## src/rtl/noc_port_adapter.sv

```systemverilog
// Clocked core port for the asynchronous tree NoC: packs/unpacks 16-bit parity-protected packets
// and bridges valid/ready FIFOs to 4-phase bundled-data channels through req/ack synchronizers.
module noc_port_adapter #(
    parameter logic [3:0]  ADDRESS     = 4'b0000,
    parameter int unsigned DEPTH       = 4,
    parameter int unsigned SYNC_STAGES = 2
) (
    input  logic        clk,
    input  logic        rst,
    input  logic        tx_valid,
    output logic        tx_ready,
    input  logic [3:0]  tx_dest,
    input  logic [3:0]  tx_data,
    output logic        net_out_req,
    output logic [15:0] net_out_data,
    input  logic        net_out_ack,
    input  logic        net_in_req,
    input  logic [15:0] net_in_data,
    output logic        net_in_ack,
    output logic        rx_valid,
    input  logic        rx_ready,
    output logic [3:0]  rx_data,
    output logic [3:0]  rx_src,
    output logic        rx_err,
    output logic [15:0] sent_num,
    output logic [15:0] received_num,
    output logic [15:0] err_num
);

    localparam int unsigned AW = $clog2(DEPTH);
    localparam logic [AW-1:0] PTR_ONE  = 1;
    localparam logic [AW:0]   CNT_ONE  = 1;
    localparam logic [AW:0]   CNT_FULL = DEPTH[AW:0];

    typedef enum logic [1:0] {StIdle, StSetup, StReqHi, StReqLo} tx_state_e;
    typedef enum logic [0:0] {StRxIdle, StRxAck} rx_state_e;

    // ---------------- synchronizers ----------------
    logic [SYNC_STAGES-1:0] ack_sync_q, req_sync_q;
    logic                   ack_sync, req_sync;

    always_ff @(posedge clk or posedge rst) begin
        if (rst) begin
            ack_sync_q <= '0;
            req_sync_q <= '0;
        end else begin
            ack_sync_q <= {ack_sync_q[SYNC_STAGES-2:0], net_out_ack};
            req_sync_q <= {req_sync_q[SYNC_STAGES-2:0], net_in_req};
        end
    end

    assign ack_sync = ack_sync_q[SYNC_STAGES-1];
    assign req_sync = req_sync_q[SYNC_STAGES-1];

    // ---------------- TX FIFO ----------------
    logic [7:0]    tx_mem [DEPTH];
    logic [AW-1:0] tx_wr_ptr_q, tx_rd_ptr_q;
    logic [AW:0]   tx_count_q;
    logic          tx_full, tx_empty, tx_push, tx_pop;
    logic [7:0]    tx_head;
    logic [12:0]   tx_body;

    assign tx_full  = (tx_count_q == CNT_FULL);
    assign tx_empty = (tx_count_q == '0);
    assign tx_ready = !tx_full || tx_pop;
    // Self-addressed requests are handshaken but never stored.
    assign tx_push  = tx_valid && tx_ready && (tx_dest != ADDRESS);
    assign tx_head  = tx_mem[tx_rd_ptr_q];
    assign tx_body  = {1'b0, ADDRESS, tx_head};

    always_ff @(posedge clk) begin
        if (tx_push) tx_mem[tx_wr_ptr_q] <= {tx_dest, tx_data};
    end

    always_ff @(posedge clk or posedge rst) begin
        if (rst) begin
            tx_wr_ptr_q <= '0;
            tx_rd_ptr_q <= '0;
            tx_count_q  <= '0;
        end else begin
            if (tx_push) tx_wr_ptr_q <= tx_wr_ptr_q + PTR_ONE;
            if (tx_pop)  tx_rd_ptr_q <= tx_rd_ptr_q + PTR_ONE;
            if (tx_push && !tx_pop)      tx_count_q <= tx_count_q + CNT_ONE;
            else if (!tx_push && tx_pop) tx_count_q <= tx_count_q - CNT_ONE;
        end
    end

    // ---------------- TX FSM ----------------
    tx_state_e tx_state_q, tx_state_d;
    logic      sent_inc;
    logic      net_out_req_q;
    logic [15:0] net_out_data_q, sent_num_q;

    always_ff @(posedge clk or posedge rst) begin
        if (rst) tx_state_q <= StIdle;
        else     tx_state_q <= tx_state_d;
    end

    always_comb begin
        tx_state_d = tx_state_q;
        unique case (tx_state_q)
            StIdle:  if (!tx_empty) tx_state_d = StSetup;
            StSetup: tx_state_d = StReqHi;
            StReqHi: if (ack_sync)  tx_state_d = StReqLo;
            StReqLo: if (!ack_sync) tx_state_d = StIdle;
            default: tx_state_d = StIdle;
        endcase
    end

    always_comb begin
        tx_pop   = (tx_state_q == StIdle) && !tx_empty;
        sent_inc = (tx_state_q == StReqHi) && ack_sync;
    end

    // req is a dedicated flop so the asynchronous router never sees decode glitches.
    always_ff @(posedge clk or posedge rst) begin
        if (rst) begin
            net_out_req_q  <= 1'b0;
            net_out_data_q <= '0;
            sent_num_q     <= '0;
        end else begin
            if (tx_pop)                    net_out_data_q <= {2'b00, ^tx_body, tx_body};
            if (tx_state_q == StSetup)     net_out_req_q  <= 1'b1;
            else if (sent_inc)             net_out_req_q  <= 1'b0;
            if (sent_inc)                  sent_num_q     <= sent_num_q + 16'd1;
        end
    end

    assign net_out_req  = net_out_req_q;
    assign net_out_data = net_out_data_q;
    assign sent_num     = sent_num_q;

    // ---------------- RX FIFO ----------------
    logic [8:0]    rx_mem [DEPTH];
    logic [AW-1:0] rx_wr_ptr_q, rx_rd_ptr_q;
    logic [AW:0]   rx_count_q;
    logic          rx_full, rx_push, rx_pop, rx_can_push, parity_err;
    logic [8:0]    rx_head;

    assign rx_full     = (rx_count_q == CNT_FULL);
    assign rx_valid    = (rx_count_q != '0);
    assign rx_pop      = rx_valid && rx_ready;
    assign rx_can_push = !rx_full || rx_pop;
    assign parity_err  = net_in_data[13] ^ (^net_in_data[12:0]);
    assign rx_head     = rx_mem[rx_rd_ptr_q];
    assign rx_err      = rx_valid && rx_head[8];
    assign rx_src      = rx_valid ? rx_head[7:4] : 4'h0;
    assign rx_data     = rx_valid ? rx_head[3:0] : 4'h0;

    always_ff @(posedge clk) begin
        if (rx_push) rx_mem[rx_wr_ptr_q] <= {parity_err, net_in_data[11:8], net_in_data[3:0]};
    end

    always_ff @(posedge clk or posedge rst) begin
        if (rst) begin
            rx_wr_ptr_q <= '0;
            rx_rd_ptr_q <= '0;
            rx_count_q  <= '0;
        end else begin
            if (rx_push) rx_wr_ptr_q <= rx_wr_ptr_q + PTR_ONE;
            if (rx_pop)  rx_rd_ptr_q <= rx_rd_ptr_q + PTR_ONE;
            if (rx_push && !rx_pop)      rx_count_q <= rx_count_q + CNT_ONE;
            else if (!rx_push && rx_pop) rx_count_q <= rx_count_q - CNT_ONE;
        end
    end

    // ---------------- RX FSM ----------------
    rx_state_e rx_state_q, rx_state_d;
    logic      ack_clr;
    logic      net_in_ack_q;
    logic [15:0] received_num_q, err_num_q;

    always_ff @(posedge clk or posedge rst) begin
        if (rst) rx_state_q <= StRxIdle;
        else     rx_state_q <= rx_state_d;
    end

    always_comb begin
        rx_state_d = rx_state_q;
        unique case (rx_state_q)
            StRxIdle: if (req_sync && rx_can_push) rx_state_d = StRxAck;
            StRxAck:  if (!req_sync)               rx_state_d = StRxIdle;
            default:  rx_state_d = StRxIdle;
        endcase
    end

    // Holding ack low while the FIFO is full is the backpressure into the router.
    always_comb begin
        rx_push = (rx_state_q == StRxIdle) && req_sync && rx_can_push;
        ack_clr = (rx_state_q == StRxAck) && !req_sync;
    end

    always_ff @(posedge clk or posedge rst) begin
        if (rst) begin
            net_in_ack_q   <= 1'b0;
            received_num_q <= '0;
            err_num_q      <= '0;
        end else begin
            if (rx_push)      net_in_ack_q <= 1'b1;
            else if (ack_clr) net_in_ack_q <= 1'b0;
            if (rx_push)               received_num_q <= received_num_q + 16'd1;
            if (rx_push && parity_err) err_num_q      <= err_num_q + 16'd1;
        end
    end

    assign net_in_ack   = net_in_ack_q;
    assign received_num = received_num_q;
    assign err_num      = err_num_q;

endmodule

```

## config.mk

```make
export PLATFORM = sky130hd
export DESIGN_NAME = noc_port_adapter
export DESIGN_NICKNAME = d
export VERILOG_FILES = /design/src/rtl/noc_port_adapter.sv
export SDC_FILE = /design/constraint.sdc
export NUM_CORES = 1
export LEC_CHECK = 0
export CAP_MARGIN = 20
export CORE_MARGIN = 2
export CORE_UTILIZATION = 30
export DETAILED_ROUTE_END_ITERATION = 16
export HOLD_SLACK_MARGIN = 0.08
export PLACE_DENSITY = 0.52
export SLEW_MARGIN = 20
export SYNTH_ARGS = -nofsm -noshare
export SYNTH_HDL_FRONTEND = slang
export SYNTH_SLANG_ARGS = --single-unit
```

## constraint.sdc

```tcl
create_clock -name clk -period 3.2 [get_ports clk]
set_input_delay 0.64 -clock clk [delete_from_list [all_inputs] [get_ports clk]]
set_output_delay 0.64 -clock clk [all_outputs]
set_load 0.05 [all_outputs]
```

==> results of run 1 <==
## power by group
| group | switching [mW] | internal (mW) | total (mW) | leakage (nW) |
|---|---|---|---|---|
| clock | 0.775 | 1.22 | 2.00 | 0.281 |
| combinational | 1.79 | 1.30 | 3.09 | 1.33 |
| sequential | 0.379 | 2.43 | 2.81 | 1.62 |
## cells in the final DEF (no fill, tap or decap), types with 3 or more instances in the layout
cell / instances
nor3_1: 7
clkdlybuf4s50_1: 96
clkinvlp_4: 3
bufinv_16: 3
buf_4: 4
nor2_1: 14
nand3_1: 21
clkinv_2: 4
clkbuf_16: 17
o21ai_0: 4
dfrtp_1: 80
inv_1: 14
ha_1: 18
xnor2_1: 49
nand2_1: 22
and2_1: 17
conb_1: 7
xor2_1: 24
mux4_2: 17
nand4_1: 8
nor4_1: 5
edfxtp_1: 68
and3_1: 5
mux2_2: 13
## per-stage QoR
step                cell area, µm²  setup WS [ns]  util, %  hold slack, ns
CTS                           8250         0.0409     39.5           0.352
global route                  8250       0.000318     39.5           0.361
finish                        8250         0.0979     39.5           0.349
detailed placement            7660          0.108     36.7           0.336
floorplan                     6380          0.278        -           0.331
global placement              7660          0.170     36.7           0.335
## cell families after synthesis
| logic type | share of synthesized area, % |
|---|---|
| fa+ha+maj | 4.17 |
| other cells | 0.0590 |
| xor+xnor | 10.8 |
| mux | 8.33 |
| flops | 63.6 |
| simple gates | 9.45 |
| buf+inv | 2.50 |
| compound gates | 1.04 |
## routing by layer
| metal | routed length (µm) | share of wire, % |
|---|---|---|
| met5 | 0 | 0 |
| met4 | 176 | 1.4 |
| met3 | 612 | 4.8 |
| met2 | 6340 | 50 |
| met1 | 5650 | 44 |
## worst max-delay path, stage by stage (launching register included)
cell,delay [ns]
dfrtp_1,0.48
buf_12,0.18
mux4_2,0.49
and2_1,0.18
clkdlybuf4s50_1,0.71
## timing repair
item | CTS | global route
endpoints found under the setup margin | 1 | 0
endpoints found under the hold margin | 0 | 0
resized for setup | 1 | 0
## worst paths after layout
check,startpoint,end,slack (ns)
max in group asynchronous,rst,err_num[4],2.02
worst min register to register,req_sync_q[0],req_sync_q[1],0.35
worst min-delay path,req_sync_q[0],req_sync_q[1],0.35
worst max register to register,tx_state_q[0],tx_count_q[1],0.39
min in group asynchronous,rst,net_out_data[6],0.54
worst max-delay path,rx_rd_ptr_q[0],rx_src[1],0.1
## flip-flops by register name, indices dropped and copies added, names as in the netlist, 3 cells and up
| register | flops |
|---|---|
| rx_mem | 36 |
| tx_mem | 32 |
| err_num | 16 |
| received_num | 16 |
| sent_num | 16 |
| net_out_data | 9 |
| rx_count_q | 3 |
| tx_count_q | 3 |
## final cells by class
type / instances / area (µm²)
Tap cell: 275 / 344
Sequential cell: 148 / 4040
Fill cell: 1984 / 12600
Clock inverter: 13 / 158
Inverter: 15 / 57.6
Timing Repair Buffer: 103 / 1040
Multi-Input combinational cell: 254 / 2170
Clock buffer: 19 / 433
==> run summary, run 1 <==
flops & latches, synth: 148
fin cells: 827
RSZ-0062 raised after global routing: false
total power: 7.90 mW
GRT Total Usage: 12.1%
I/O Buffers: 97
global routing usage on met2: 19.8%
M1 GR Usage: 15.0%
Top FF cell, synth: dfrtp_1
die area: 22400 µm²
fin. max-slew vios: 0
Max FO, Critical Path: 8
clock root cell: clkbuf_16
via count: 3675
Num CTS Buffers: 17
sequential area share after synthesis: 63.6%
setup skew after layout: 0.00884 ns
fmax: 0.322 GHz
MaxCap Viol Count: 0
cts hold-fix bufs: 0
Top Usage Layer GRT: met2
First DRT Iteration DRCs: 121
dominant cell type by area after synthesis: edfxtp_1
Pre-Repair DR Iteration Count: 5
worst reg-to-reg path cell count: 8
Syn Area/Cell: 14.8 µm²
worst-skew pair later-pin latency: 0.42 ns
Hold Path Depth: 0
most frequent cell after synthesis: dfrtp_1
H-tree depth: 4
status: finished, final reports clean
initial antenna violation count: 0
Post-CTS Setup Bufs: 0
share of post-route cells with drive strength above 1: 13.2%
Cell Area, Synth: 6350 µm²
Tcrit/Tclk final: 96.9%
drt drc: 0
I/O pins: 107
GRT met3 Usage: 3.87%
library cells used by synthesis: 40
global-route wire length before repair: 20.8 mm
CP required: 2.56 ns
pwr dens: 958 nW/µm²
count of clock tree sinks: 148
mean routed wirelength per cell: 15.4 µm
mean number of vias per cell: 4.44
EDFF count, synth: 68
Post-Synthesis Cells: 428
worst hold-check path type: reg2reg
width of the die: 150 µm
initial core utilization: 30.4%
min cycle time layout: 3.10 ns
Post-Route Setup TNS: 0 ns
antenna-violating nets left: 0
Hold Violations, Final: 0
Rel. slew slack: 58.1%
Synth top area share: 32.1%
Ys Warns: 0
crit path launch type: flop
critical path type: reg2out
worst slew pin tran: 0.627 ns
vias in the first global route: 3957
Congestion Overflow GR: 0
CP endpoint kind: output port
Detailed Route WL: 12.8 mm
leakage power: 3.24 nW
asr flop ratio synth: 54.1%
crit path DAT: 2.46 ns
Final Setup Violations: 0
clk buf depth: 2
largest net degree at the start of global routing: 40
std cell rows: 53
CTS tree: done
clk slew on worst S/H paths: 0.06 ns
synth cell count leaders: 80 x dfrtp_1, 68 x edfxtp_1, 49 x xnor2_1
area grow syn2layout: 29.8%
Placed Instances: 795
Final nets: 589
VDD IR-drop max: 0.000484 V
core area: 20900 µm²
# diodes: 0
routability cong.: 0.749
HPWL Detailed: 8.89 mm
Die Ht: 150 µm
top cells by area, synth: edfxtp_1 32%, dfrtp_1 32%, xnor2_1 6.8%
Note: power is estimated with default switching activity, not from simulation.
==> run 2, diff against run 1 <==
--- a/config.mk
+++ b/config.mk
@@ -8,6 +8,7 @@
 export CAP_MARGIN = 20
 export CORE_MARGIN = 2
 export CORE_UTILIZATION = 30
+export CTS_CLUSTER_SIZE = 12
 export DETAILED_ROUTE_END_ITERATION = 16
 export HOLD_SLACK_MARGIN = 0.08
 export PLACE_DENSITY = 0.52
==> results of run 2 <==
Final layout, timing and power as in run 1 (identical DEF).
